### src/rtl/div_16x8_seq.sv
// rtl/div_16x8_seq.sv - 16/8 unsigned sequential restoring divider, one quotient bit per cycle
module div_16x8_seq (
    input  logic        clk,
    input  logic        rst_n,
    input  logic        in_valid,
    output logic        in_ready,
    input  logic [15:0] dividend,
    input  logic [7:0]  divisor,
    output logic        out_valid,
    input  logic        out_ready,
    output logic [15:0] quotient,
    output logic [7:0]  remainder,
    output logic        div_zero
);

    typedef enum logic [1:0] {IDLE, CALC, DONE} state_t;

    state_t     state, state_nxt;
    logic [3:0] iter_cnt;
    logic [7:0] dsr;
    logic [8:0] pr_shift;
    logic [7:0] diff;
    logic       ge;

    // quotient doubles as the dividend shift register: dividend bits leave at
    // the top while quotient bits enter at the bottom
    assign pr_shift = {remainder, quotient[15]};
    assign ge       = pr_shift >= {1'b0, dsr};
    assign diff     = pr_shift[7:0] - dsr;

    assign in_ready  = (state == IDLE);
    assign out_valid = (state == DONE);

    always_ff @(posedge clk or negedge rst_n) begin
        if (!rst_n) begin
            state <= IDLE;
        end else begin
            state <= state_nxt;
        end
    end

    always_comb begin
        state_nxt = state;
        case (state)
            IDLE: begin
                if (in_valid) begin
                    state_nxt = (divisor == 8'd0) ? DONE : CALC;
                end
            end
            CALC: begin
                if (iter_cnt == 4'd15) begin
                    state_nxt = DONE;
                end
            end
            DONE: begin
                if (out_ready) begin
                    state_nxt = IDLE;
                end
            end
            default: state_nxt = IDLE;
        endcase
    end

    always_ff @(posedge clk or negedge rst_n) begin
        if (!rst_n) begin
            quotient  <= 16'h0000;
            remainder <= 8'h00;
            div_zero  <= 1'b0;
            dsr       <= 8'h00;
            iter_cnt  <= 4'd0;
        end else begin
            case (state)
                IDLE: begin
                    if (in_valid) begin
                        dsr      <= divisor;
                        iter_cnt <= 4'd0;
                        if (divisor == 8'd0) begin
                            quotient  <= 16'hFFFF;
                            remainder <= dividend[7:0];
                            div_zero  <= 1'b1;
                        end else begin
                            quotient  <= dividend;
                            remainder <= 8'h00;
                            div_zero  <= 1'b0;
                        end
                    end
                end
                CALC: begin
                    quotient  <= {quotient[14:0], ge};
                    remainder <= ge ? diff : pr_shift[7:0];
                    iter_cnt  <= iter_cnt + 4'd1;
                end
                default: begin
                end
            endcase
        end
    end

endmodule

### config.mk
export PLATFORM = sky130hd
export DESIGN_NAME = div_16x8_seq
export DESIGN_NICKNAME = d
export VERILOG_FILES = /design/src/rtl/div_16x8_seq.sv
export SDC_FILE = /design/constraint.sdc
export NUM_CORES = 1
export LEC_CHECK = 0
export ABC_CLOCK_PERIOD_IN_PS = 2750
export CAP_MARGIN = 15
export CORE_ASPECT_RATIO = 0.6
export CORE_MARGIN = 2
export CORE_UTILIZATION = 49
export CTS_CLUSTER_SIZE = 16
export DETAILED_ROUTE_END_ITERATION = 10
export PLACE_DENSITY = 0.9
export SLEW_MARGIN = 20
export SYNTH_ARGS = -nofsm -noshare
export SYNTH_HDL_FRONTEND = slang
export SYNTH_SLANG_ARGS = --single-unit
### constraint.sdc
create_clock -name clk -period 2.75 [get_ports clk]
set_input_delay 0.275 -clock clk [delete_from_list [all_inputs] [get_ports clk]]
set_output_delay 0.275 -clock clk [all_outputs]
set_load 0.005 [all_outputs]
==> results of run 1 <==
==> power groups by stage <==
| stage | clock network, mW | registers, mW | logic, mW |
|---|---|---|---|
| floorplan | 0 | 1.07 | 1.48 |
| detailed placement | 0 | 1.11 | 2.20 |
| global route | 0.556 | 1.15 | 2.47 |
| global placement | 0 | 1.10 | 2.10 |
| CTS | 0.527 | 1.11 | 2.21 |
| finish | 0.522 | 1.11 | 2.22 |
==> layer usage <==
layer  vias up  GRT usage [%]
li1        958              -
met1       948           32.5
met2       107           34.8
met3        12           8.67
met4         0           8.79
met5         -              0
==> stage by stage <==
stage / power, mW / setup WS (ns) / std cells / hold WS, ns / utilization [%]
CTS: 3.85 / 0.373 / 354 / 0.0981 / 69.2
detailed placement: 3.32 / 0.392 / 346 / 0.424 / 66.3
floorplan: 2.56 / 0.727 / 240 / -0.0206 / -
global route: 4.17 / 0.284 / 354 / 0.136 / 69.2
global placement: 3.20 / 0.536 / 346 / 0.431 / 66.3
finish: 3.86 / 0.359 / 354 / 0.0761 / 69.2
==> worst max-delay path by stage <==
stage                          endpoint  depth (start not counted)  slack (ns)
4_1_cts        remainder[0]$_DFFE_PN0P_                          7        0.37
3_5_place_dp   remainder[0]$_DFFE_PN0P_                          7        0.39
2_1_floorplan  remainder[6]$_DFFE_PN0P_                          9        0.73
6_report       remainder[0]$_DFFE_PN0P_                          7        0.36
5_1_grt        remainder[0]$_DFFE_PN0P_                          8        0.28
3_3_place_gp   remainder[1]$_DFFE_PN0P_                          7        0.54
==> cells by family (layout without fill, tap and decap cells) <==
kind of cell | count (synthesis) | after routing
compound gates | 69 | 69
fa+ha+maj | 10 | 10
mux | 9 | 9
buf+inv | 26 | 80
simple gates | 83 | 83
flops | 39 | 39
xor+xnor | 4 | 4
==> critical path, cell delays in order, from the launching register on <==
cell and delay (ns):
dfrtp_1 0.42, ha_1 0.38, a21o_1 0.20, a21oi_1 0.18, o2111ai_1 0.14, nand2_1 0.41
mux2_2 0.40, o221ai_1 0.18
==> layout make-up <==
type,count,area (um2)
timing repair buffer,59,573
sequential,39,976
tap,60,75.1
fill,341,1300
clock inverter,2,38.8
clock buffer,6,82.6
inverter,13,48.8
multi-input combinational,175,1120
==> layout by cell type, fill, tap and decap left out, types with 2 or more instances in the layout <==
cell	netlist	layout
o21ai_0	23	23
nor3_1	10	10
a211oi_1	2	2
nor3b_1	2	2
nand3_1	2	2
mux2_2	5	5
dfrtp_1	39	39
buf_4	1	5
o21ai_1	2	2
a22oi_1	8	8
o22ai_1	2	2
clkdlybuf4s50_1	0	53
mux2i_1	4	4
nand2_1	44	44
nand2b_1	3	3
xor2_1	3	3
o221ai_1	5	5
nor2b_1	3	2
clkbuf_8	0	6
or4_4	2	2
inv_1	13	13
a21oi_1	6	6
o31ai_1	8	8
ha_1	9	9
a21o_1	2	2
nor2_1	12	12
a31oi_1	2	2
==> registers in the layout, indices dropped and copies added, names as in the netlist <==
| register | flops |
|---|---|
| remainder | 8 |
| div_zero | 1 |
| dsr | 8 |
| state | 2 |
| iter_cnt | 4 |
| quotient | 16 |
==> flow_summary.json, run 1 <==
{
  "max_freq_mhz": 418,
  "drv_slew": 0,
  "cts.clk_slew.worst_paths_ns": 0.08,
  "io_pins": 55,
  "htree_levels": 2,
  "worst-setup-path-type": "register to register",
  "die_area_um2": 5070,
  "grt_pass1_wl_um": 9290,
  "finalCritPeriodShare_pct": 86.9,
  "critPathLaunch": "remainder[2]$_DFFE_PN0P_",
  "dr.pass1.iters": 5,
  "drive_above_1_share_pct": 9.52,
  "syn_nets": 278,
  "top_layer": "met4",
  "setup_viol": 0,
  "synth-seq-cells": 39,
  "yosys.area.top_type": "dfrtp_1",
  "p_seq_share_pct": 28.9,
  "maxCapViolations": 0,
  "syn_area_um2": 2210,
  "worstPathRequired_ns": 2.96,
  "synth.avg_cell_area_um2": 9.19,
  "cts_tree": "built",
  "ctsHoldBuffers": 0,
  "fin_nets": 331,
  "core_um2": 4210,
  "std_cell_rows": 18,
  "vias": 2025,
  "clk_latency_ns": 0.30,
  "synthAdderAreaFrac_pct": 6.01,
  "p_int_mw": 2.31,
  "fin_setup_tns_ns": 0,
  "drt-total-wl_um": 5680,
  "syn_to_final_growth_pct": 32.2,
  "postCtsSetupRepairBufs": 0,
  "cts_resized": 0,
  "grt_pass1_vias": 1942,
  "post_synth_xor_area_fraction_pct": 1.59,
  "grt_antenna_before_repair": 0,
  "p_clk_share_pct": 13.5,
  "combPwrFrac_pct": 57.6,
  "hold_class": "input pin to async pin",
  "synth.top_cell.area_share_pct": 44.2,
  "muxShareOfSynthArea_pct": 4.37,
  "grt_start_max_net_pins": 40,
  "p_sw_share_pct": 40.2,
  "reg2reg_from": "remainder[2]$_DFFE_PN0P_",
  "ys_async_sr_fraction_pct": 100,
  "yosys.area_share.simple_pct": 18.2,
  "reg2reg_depth": 7,
  "start_util_pct": 52.4,
  "cts.sinks": 39,
  "cts_buffer_depth": 2,
  "post-route-min-period_ns": 2.39,
  "netlist_instances": 240,
  "diodes": 0,
  "ff2ff_setup_slack_ns": 0.36,
  "critPathMaxFanout": 11,
  "finalClockSkew_ns": 0.00474,
  "drcViolationCount": 0,
  "rsz0062_at_grt": "false",
  "port_buffers": 54,
  "wl_met2_um": 2400,
  "ir_worst_vdd_mv": 0.564,
  "crit_path_end_kind": "register",
  "grt_usage_pct": 23.8,
  "drt_iter0_markers": 135,
  "detail-route-antenna-nets": 0,
  "grt_overflow": 0,
  "relSlewSlack_pct": 43.4,
  "yosys-top-cells-area": "dfrtp_1 (44%), nand2_1 (7.5%), o21ai_0 (5.2%)",
  "fp.dieH_um": 56.0,
  "synth-edff-count": 0,
  "met1_length_um": 2670,
  "p_switching_mw": 1.55,
  "yosys-top-cells-count": "nand2_1 (44), dfrtp_1 (39), o21ai_0 (23)",
  "worst_ep_arrival_time_ns": 2.60,
  "power.density_nw_per_um2": 1320,
  "place_area_um2": 2790,
  "final_hold_viol_count": 0,
  "die_w_um": 90.6,
  "r2r_end": "remainder[0]$_DFFE_PN0P_",
  "hpwlAfterDp_um": 4220,
  "wl_met3_um": 495,
  "routabilityCongestion": 0.866,
  "synth_compound_area_share_pct": 20.6,
  "p_leak_nw": 1.24,
  "ys_types": 46,
  "viasPerCell": 5.72,
  "final_area_um2": 2920,
  "seq_area_frac_synth_pct": 44.2,
  "ys_warn_count": 0,
  "synth_flop_cell": "dfrtp_1",
  "start_kind": "register",
  "cts_made_buffers": 5,
  "status": "complete, no violations",
  "routedWlPerCell_um": 16.0,
  "worst_pin_slew_ns": 0.849,
  "synth_most_common_cell": "nand2_1",
  "synth_top_family_by_area": "compound AO/OA/AOI/OAI gates",
  "cts_root_buffer": "clkbuf_8"
}
No activity file was read; power rests on OpenSTA's default activity.
==> run 2, diff against run 1 <==
--- a/config.mk
+++ b/config.mk
@@ -19 +19,2 @@
 export SYNTH_SLANG_ARGS = --single-unit
+export TNS_END_PERCENT = 20
--- a/constraint.sdc
+++ b/constraint.sdc
@@ -3,2 +3,2 @@
 set_output_delay 0.275 -clock clk [all_outputs]
-set_load 0.005 [all_outputs]
+set_load 0.02 [all_outputs]
==> results of run 2 <==
The final DEF is identical to that of run 1. Status: complete, no violations.
Main changes from that run: total power 3.86 mW -> 4.08 mW; worst IR drop on VDD 0.564 mV -> 0.614 mV
